File: src/rtl/fetch_sequencer_if.sv
// Instruction-fetch bus between the fetch sequencer (master) and the
// ROM/decoder side (slave).
interface fetch_sequencer_if #(
  parameter int PC_W    = 10,
  parameter int MCODE_W = 9
);
  logic               start;
  logic [PC_W-1:0]    start_pc;
  logic [MCODE_W-1:0] instr_rom;
  logic               branch;
  logic               branch_taken;
  logic [PC_W-1:0]    target_addr;
  logic               stall;
  logic [PC_W-1:0]    prog_addr;
  logic [MCODE_W-1:0] instr;
  logic [2:0]         opcode;
  logic               instr_valid;
  logic               done;
  logic               fault;
  logic [15:0]        retire_count;

  modport master (
    input  start, start_pc, instr_rom, branch, branch_taken, target_addr, stall,
    output prog_addr, instr, opcode, instr_valid, done, fault, retire_count
  );

  modport slave (
    output start, start_pc, instr_rom, branch, branch_taken, target_addr, stall,
    input  prog_addr, instr, opcode, instr_valid, done, fault, retire_count
  );
endinterface

File: src/rtl/fetch_sequencer.sv
// Program counter and instruction-fetch sequencer: walks the instruction ROM
// from a start address, follows taken branches, honours stall, ends on halt or PC wrap.
module fetch_sequencer #(
  parameter int PC_W    = 10,
  parameter int MCODE_W = 9
) (
  input  logic             clk,
  input  logic             rst_n,
  fetch_sequencer_if.master bus
);

  localparam logic [MCODE_W-1:0] HALT_CODE = '1;
  localparam logic [PC_W-1:0]    PC_MAX    = '1;

  typedef enum logic [1:0] {
    S_IDLE = 2'd0,
    S_RUN  = 2'd1,
    S_DONE = 2'd2
  } state_t;

  state_t      state;
  logic [PC_W-1:0] pc;
  logic        instr_valid_q;
  logic        done_q;
  logic        fault_q;
  logic [15:0] retire_q;

  function automatic logic [15:0] sat_inc16(input logic [15:0] v);
    return (v == 16'hFFFF) ? v : v + 16'd1;
  endfunction

  always_ff @(posedge clk or negedge rst_n) begin
    if (!rst_n) begin
      state         <= S_IDLE;
      pc            <= '0;
      instr_valid_q <= 1'b0;
      done_q        <= 1'b0;
      fault_q       <= 1'b0;
      retire_q      <= '0;
    end else begin
      case (state)
        S_IDLE, S_DONE: begin
          // Start wins over a simultaneous stall while idle or finished.
          if (bus.start) begin
            state         <= S_RUN;
            pc            <= bus.start_pc;
            instr_valid_q <= 1'b1;
            done_q        <= 1'b0;
            fault_q       <= 1'b0;
            retire_q      <= '0;
          end
        end
        S_RUN: begin
          if (!bus.stall) begin
            retire_q <= sat_inc16(retire_q);
            if (bus.instr_rom == HALT_CODE) begin
              state         <= S_DONE;
              done_q        <= 1'b1;
              instr_valid_q <= 1'b0;
            end else if (bus.branch && bus.branch_taken) begin
              pc <= bus.target_addr;
            end else if (pc == PC_MAX) begin
              // Running off the top of the ROM ends the run rather than wrapping.
              state         <= S_DONE;
              done_q        <= 1'b1;
              fault_q       <= 1'b1;
              instr_valid_q <= 1'b0;
            end else begin
              pc <= pc + 1'b1;
            end
          end
        end
        default: begin
          state         <= S_IDLE;
          instr_valid_q <= 1'b0;
        end
      endcase
    end
  end

  assign bus.prog_addr    = pc;
  assign bus.instr        = bus.instr_rom;
  assign bus.opcode       = bus.instr_rom[MCODE_W-1 -: 3];
  assign bus.instr_valid  = instr_valid_q;
  assign bus.done         = done_q;
  assign bus.fault        = fault_q;
  assign bus.retire_count = retire_q;

endmodule
File: src/flat_wrapper.sv
// flat-port wrapper written by rule: the top's interface ports become plain ports
module fetch_sequencer_flat 
#(
  parameter int PC_W    = 10,
  parameter int MCODE_W = 9
)
  (clk, rst_n, bus_start, bus_start_pc, bus_instr_rom, bus_branch, bus_branch_taken, bus_target_addr, bus_stall, bus_prog_addr, bus_instr, bus_opcode, bus_instr_valid, bus_done, bus_fault, bus_retire_count);
  fetch_sequencer_if #(.PC_W(PC_W), .MCODE_W(MCODE_W)) bus_i ();
  input  logic clk;
  input  logic rst_n;
  input wire logic [$bits(bus_i.start)-1:0] bus_start;
  input wire logic [$bits(bus_i.start_pc)-1:0] bus_start_pc;
  input wire logic [$bits(bus_i.instr_rom)-1:0] bus_instr_rom;
  input wire logic [$bits(bus_i.branch)-1:0] bus_branch;
  input wire logic [$bits(bus_i.branch_taken)-1:0] bus_branch_taken;
  input wire logic [$bits(bus_i.target_addr)-1:0] bus_target_addr;
  input wire logic [$bits(bus_i.stall)-1:0] bus_stall;
  output wire logic [$bits(bus_i.prog_addr)-1:0] bus_prog_addr;
  output wire logic [$bits(bus_i.instr)-1:0] bus_instr;
  output wire logic [$bits(bus_i.opcode)-1:0] bus_opcode;
  output wire logic [$bits(bus_i.instr_valid)-1:0] bus_instr_valid;
  output wire logic [$bits(bus_i.done)-1:0] bus_done;
  output wire logic [$bits(bus_i.fault)-1:0] bus_fault;
  output wire logic [$bits(bus_i.retire_count)-1:0] bus_retire_count;
  assign bus_i.start = bus_start;
  assign bus_i.start_pc = bus_start_pc;
  assign bus_i.instr_rom = bus_instr_rom;
  assign bus_i.branch = bus_branch;
  assign bus_i.branch_taken = bus_branch_taken;
  assign bus_i.target_addr = bus_target_addr;
  assign bus_i.stall = bus_stall;
  assign bus_prog_addr = bus_i.prog_addr;
  assign bus_instr = bus_i.instr;
  assign bus_opcode = bus_i.opcode;
  assign bus_instr_valid = bus_i.instr_valid;
  assign bus_done = bus_i.done;
  assign bus_fault = bus_i.fault;
  assign bus_retire_count = bus_i.retire_count;
  fetch_sequencer #(.PC_W(PC_W), .MCODE_W(MCODE_W)) u_core (.clk(clk), .rst_n(rst_n), .bus(bus_i));
endmodule
File: config.mk
export PLATFORM = sky130hd
export DESIGN_NAME = fetch_sequencer_flat
export DESIGN_NICKNAME = d
export VERILOG_FILES = /design/src/rtl/fetch_sequencer_if.sv /design/src/rtl/fetch_sequencer.sv /design/src/flat_wrapper.sv
export SDC_FILE = /design/constraint.sdc
export NUM_CORES = 1
export LEC_CHECK = 0
export CAP_MARGIN = 20
export CORE_AREA = 2 2 76 78
export CTS_CLUSTER_DIAMETER = 200
export DETAILED_ROUTE_END_ITERATION = 6
export DIE_AREA = 0 0 78 80
export PLACE_DENSITY = 0.71
export SLEW_MARGIN = 30
export SYNTH_ARGS = -nofsm -noshare
export SYNTH_HDL_FRONTEND = slang
export SYNTH_SLANG_ARGS = --single-unit
File: constraint.sdc
create_clock -name clk -period 3.8 [get_ports clk]
set_input_delay 0.38 -clock clk [delete_from_list [all_inputs] [get_ports clk]]
set_output_delay 0.38 -clock clk [all_outputs]
set_load 0.02 [all_outputs]
Word level (Yosys, flattened, before mapping)
Index checks and enable logic that the tools add are counted.
{ "totals": {"reg_bits": 31, "output_inout_bits": 41} }
{ "op_classes": {"add_sub_neg": 2, "n_eq_ne": 14, "n_mux": 31, "reduce_logical": 9} }
{ "op_table": {"columns": ["op", "count"], "rows": [
  ["$mux W10", 5],
  ["$mux W16", 3],
  ["$pmux W16 S2", 1],
  ["$pmux W10 S2", 1],
  ["$add A16 B1 Y16 const B", 1],
  ["$eq A16 B16 Y1 const B", 1],
  ["$mux W1", 12],
  ["$add A10 B1 Y10 const B", 1],
  ["$eq A10 B10 Y1 const B", 1],
  ["$mux W2", 5],
  ["$ne A2 B2 Y1 const B", 5],
  ["$reduce_and A5 Y1", 2],
  ["$eq A9 B9 Y1 const B", 1],
  ["$reduce_and A4 Y1", 2],
  ["$ne A3 B2 Y1 const B", 2],
  ["$pmux W1 S2", 3],
  ["$reduce_and A6 Y1", 1],
  ["$pmux W2 S2", 1],
  ["$ne A3 B1 Y1 const B", 1],
  ["$eq A2 B1 Y1 const B", 1],
  ["$eq A2 B2 Y1 const B", 1],
  ["$logic_not A2 Y1", 1],
  ["$ne A2 B1 Y1 const B", 1],
  ["$reduce_bool A2 Y1", 1],
  ["other kinds (2)", 2]
]} }

Depth between registers and ports, before layout
{ "depth": {"ltp_word": 6, "mapped_depth": 7} }

Least setup slack after synthesis
Ideal clock, no wire load.
{ "synth_path": {"kind": "register to register", "startpoint": "register u_core.pc[0], in the netlist u_core.bus.prog_addr[0]", "endpoint": "register u_core.pc[1], in the netlist u_core.bus.prog_addr[1]", "setup_ns": 0.125, "arrival_ns": 1.772, "required_time_ns": 3.675, "slack_ns": 1.903, "stages_incl_launch_ff": 6, "n_path_buf": 0, "period_less_slack_ns": 1.897, "cell_sequence": "dfrtp_1 > ha_1 > nand3_2 > nor4_4 > o21ai_4 > mux2_4"} }
{ "synth_via": {"elab_chain_len": 6} }
{ "synth_rtl": {"columns": ["item", "line_no", "source"], "rows": [
  ["start: declaration", "fetch_sequencer.sv:22", "logic [PC_W-1:0] pc;"],
  ["start signal: assignment", "fetch_sequencer.sv:46", "pc <= bus.start_pc;"],
  ["start signal: assignment", "fetch_sequencer.sv:61", "pc <= bus.target_addr;"],
  ["start signal: assignment", "fetch_sequencer.sv:69", "pc <= pc + 1'b1;"],
  ["$add A10 B1 Y10", "fetch_sequencer.sv:69", null],
  ["$mux W10", "fetch_sequencer.sv:62", "end else if (pc == PC_MAX) begin"],
  ["$mux W10", "fetch_sequencer.sv:60", "end else if (bus.branch && bus.branch_taken) begin"],
  ["$mux W10", "fetch_sequencer.sv:56", "if (bus.instr_rom == HALT_CODE) begin"],
  ["$mux W10", "fetch_sequencer.sv:54", "if (!bus.stall) begin"],
  ["$pmux W10 S2", "fetch_sequencer.sv:41", "case (state)"]
]} }
Several ways; a longest one is shown, not always the timed one. The select of a mux whose other input is x is not followed.
A chain may end at the register's enable or synchronous reset.

Worst setup path in the final report
{ "layout_path": {"startpoint": "input port bus_start", "endpoint": "register u_core.retire_q[12], in the netlist u_core.bus.retire_count[12]"} }
{ "layout_via": {"elab_chain_len": 2} }
{ "layout_rtl": {"columns": ["item", "line_no", "source"], "rows": [
  ["start: declaration", "flat_wrapper.sv:11", "input wire logic [$bits(bus_i.start)-1:0] bus_start;"],
  ["$ne A2 B2 Y1 (no line)", null, null],
  ["$reduce_and A4 Y1 (no line)", null, null],
  ["end signal: assignment", "fetch_sequencer.sv:55", "retire_q <= sat_inc16(retire_q);"],
  ["end: declaration", "fetch_sequencer.sv:26", "logic [15:0] retire_q;"]
]} }
No other way between the ends.

==> out/results.tsv <==
stage	metric	value	unit
synthesis	Synth warnings	0	
power	cell area power density	586	nW/um2
power	Worst VDD drop	0.349	mV
grt	GR Util All Layers	0.182	
worst_setup_path	r2r setup slk	1.68	ns
finish	P&R area growth vs syn	39.0	%
clock_network	CTS Sinks	31	
die	FP Rows	27	
worst_setup_path	R2R Path Start	u_core.state[0]	
run	maxcap violations	0	
timing	final hold violations	0	
worst_setup_path	Worst Path Max Fanout	12	
route	Avg WL per Cell	14.9	um
route	Pre-Repair DR Iteration Count	4	
finish	# diodes	0	
timing	Worst slew margin	0.429	
synthesis	Mapped Avg Cell Area	9.09	um2
clock_network	# hold bufs at CTS	0	
worst_setup_path	crit path kind	in2reg	
die	die area	6240	um2
synthesis	ys async rst share	1.00	
clock_network	Resize count post-CTS	0	
clock_network	htree depth	2	
worst_setup_path	Critical R2R Capture	u_core.bus.retire_count[12]	
worst_setup_path	FF-to-FF path depth	4	
run_status	status	finished clean	
die	CORE AREA	5410	um2
route	routed vias	2045	
worst_setup_path	Worst setup EP type	flop	
synthesis	Syn Inst Count	233	
placement	placed cells	360	
timing	Max Clock Freq	436	MHz
route	# DRC	0	
clock_network	TritonCTS Buffers	5	
synthesis	number of flops mapped to enable cells by yosys	0	
timing	Setup TNS Final	0	ns
clock_network	CTS tree	built	
clock_network	clk_lat worst skew	0.29	ns
route	DRT antenna net count	0	
worst_setup_path	critical path launch point type	input port	
synthesis	sequential fraction of the synthesis area	0.366	
timing	# setup viols final	0	
finish	share of cells above drive strength 1	0.0743	
die	Initial Util	0.392	
finish	most common cell after layout, fill and taps aside	clkdlybuf4s50_1	
grt	first-pass GRT wire length	9050	um
synthesis	multiplexer area fraction after synthesis	0.0591	
synthesis	Synth Cell Area	2120	um2
die	# IOs	76	
clock_network	Worst-path clk slew	0.07	ns
synthesis	simple-gate area share of the yosys netlist	0.241	
synthesis	Post-synth top flop	dfrtp_1	
worst_hold_path	Min-Delay Path Class	in2async	
route	First DRT Iteration DRCs	130	
synthesis	synthesis-stage register bit count	31	
timing	Tmin final	2.29	ns
synthesis	Post-Synth XOR/XNOR Area	0.0124	
power	Pleak	1.18	nW
grt	vias in the first global route	1895	
placement	Final GP Congestion	0.866	
timing	RSZ-0062 raised after global routing	no	
synthesis	Adder-Cell Fraction of Synth Area	0.0118	
timing	Slew Limit Fails	0	
route	Via density	5.56	
finish	nets@finish	332	
placement	Detail Placement HPWL	4140	um
die	die width	78	um
timing	Slew @ Worst Pin	0.854	ns
finish	most frequent cells in the layout	clkdlybuf4s50_1 (75), dfrtp_1 (31), nand2_1 (28), a21oi_1 (13), o21ai_0 (11)	
grt	GRT overflow	0	
die	Die Ht	80	um
synthesis	Syn Nets	270	
finish	non-filler cells, final	368	
grt	initial antenna violation count	0	
worst_setup_path	CP Data Arrival Time	2.50	ns
worst_setup_path	Worst Path Required	4.01	ns
synthesis	complex-gate fraction of the synthesized area	0.241	
clock_network	number of setup buffers added after CTS	0	
timing	clock skew	0.0100	ns
timing	fin crit share	0.604	
route	Total Routed Length	5470	um
synthesis	combinational family with the most area after synthesis	compound AO/OA/AOI/OAI gates	
synthesis	Cell variety after synth	52	
clock_network	root buffer cell	clkbuf_8	
grt	largest net degree at the start of global routing	32	
placement	# port buffers	75	
clock_network	Longest Clk Path Bufs	2	
==> area by class of cell <==
class,count,area (um2)
Sequential cell,31,776
Timing Repair Buffer,77,766
Inverter,3,11.3
Clock inverter,1,7.51
Clock buffer,7,96.3
Tap cell,72,90.1
Multi-Input combinational cell,177,1200
Fill cell,503,2460
==> routing by layer <==
layer | track usage | wire, um
met1 | 0.230 | 2460
met2 | 0.315 | 2700
met3 | 0.0475 | 294
met4 | 0.0316 | 16
met5 | 0 | 0
==> stage by stage <==
step                hold slack [ns]  worst slack (ns)   util  power (mW)  area (um2)
detailed placement            0.507              1.21  0.525        1.44        2840
floorplan                    0.0844              1.90      -        1.10        2120
global placement              0.501              1.26  0.525        1.43        2840
finish                        0.473              1.51  0.544        1.72        2940
CTS                           0.496              1.50  0.544        1.74        2940
global route                  0.517              1.37  0.544        1.84        2940
==> cell usage after synthesis, drive strengths merged (3+ instances only) <==
cell type  instances  area share
inv                3      0.0053
dfrtp             31        0.37
a211oi             5       0.018
o211ai             8       0.031
mux2i              8       0.038
and3               6       0.018
and4               5       0.021
a21oi             13       0.031
and2               3      0.0089
clkbuf             6       0.011
o31ai              5       0.020
nand4              5       0.015
nand2             28       0.050
a31oi              5       0.015
buf               16       0.053
o21ai             14       0.038
nor3               6       0.014
nor4               4       0.019
nor2               9       0.016
or4                3       0.012
o21a               4       0.014
nand2b             5       0.015
mux2               3       0.021
nand3             11       0.031
==> flip-flops by register name (all words and copies together) (netlist names) <==
| register | cells |
|---|---|
| u_core.state | 2 |
| u_core.bus.instr_valid | 1 |
| u_core.bus.retire_count | 16 |
| u_core.bus.done | 1 |
| u_core.bus.prog_addr | 10 |
| u_core.bus.fault | 1 |
==> worst max path at each step <==
stage / from / to / slack (ns) / cells past startpoint
after CTS: bus_start / u_core.bus.retire_count[12] / 1.50 / 5
after detailed placement: bus_start / u_core.bus.retire_count[12] / 1.21 / 5
after floorplan: u_core.bus.prog_addr[0] / u_core.bus.prog_addr[1] / 1.90 / 5
after global routing: bus_start / u_core.bus.retire_count[10] / 1.37 / 5
final: bus_start / u_core.bus.retire_count[12] / 1.51 / 5
after global placement: bus_start / u_core.bus.retire_count[10] / 1.26 / 5
==> report_power, final <==
| part | total (mW) | internal (mW) | switching [mW] |
|---|---|---|---|
| Clock | 0.292 | 0.165 | 0.128 |
| Combinational | 0.854 | 0.418 | 0.435 |
| Sequential | 0.578 | 0.425 | 0.154 |
| Total | 1.72 | 1.01 | 0.717 |
==> critical path, stage by stage <==
cell and delay (ns):
clkdlybuf4s50_1 0.52, nor2b_1 0.71, o211ai_2 0.27, or4_1 0.46
a21oi_1 0.16
==> cells by family (layout without fill, tap and decap cells) <==
kind of cell	count (synthesis)	in the layout
muxes	11	11
AOI/OAI and AO/OA	71	71
xor gates and xnor gates	3	3
adders and majority gates	2	2
buffers and inverters	25	88
and+or+nand+nor	90	90
DFF	31	31
Power figures use the tool's default switching activity.
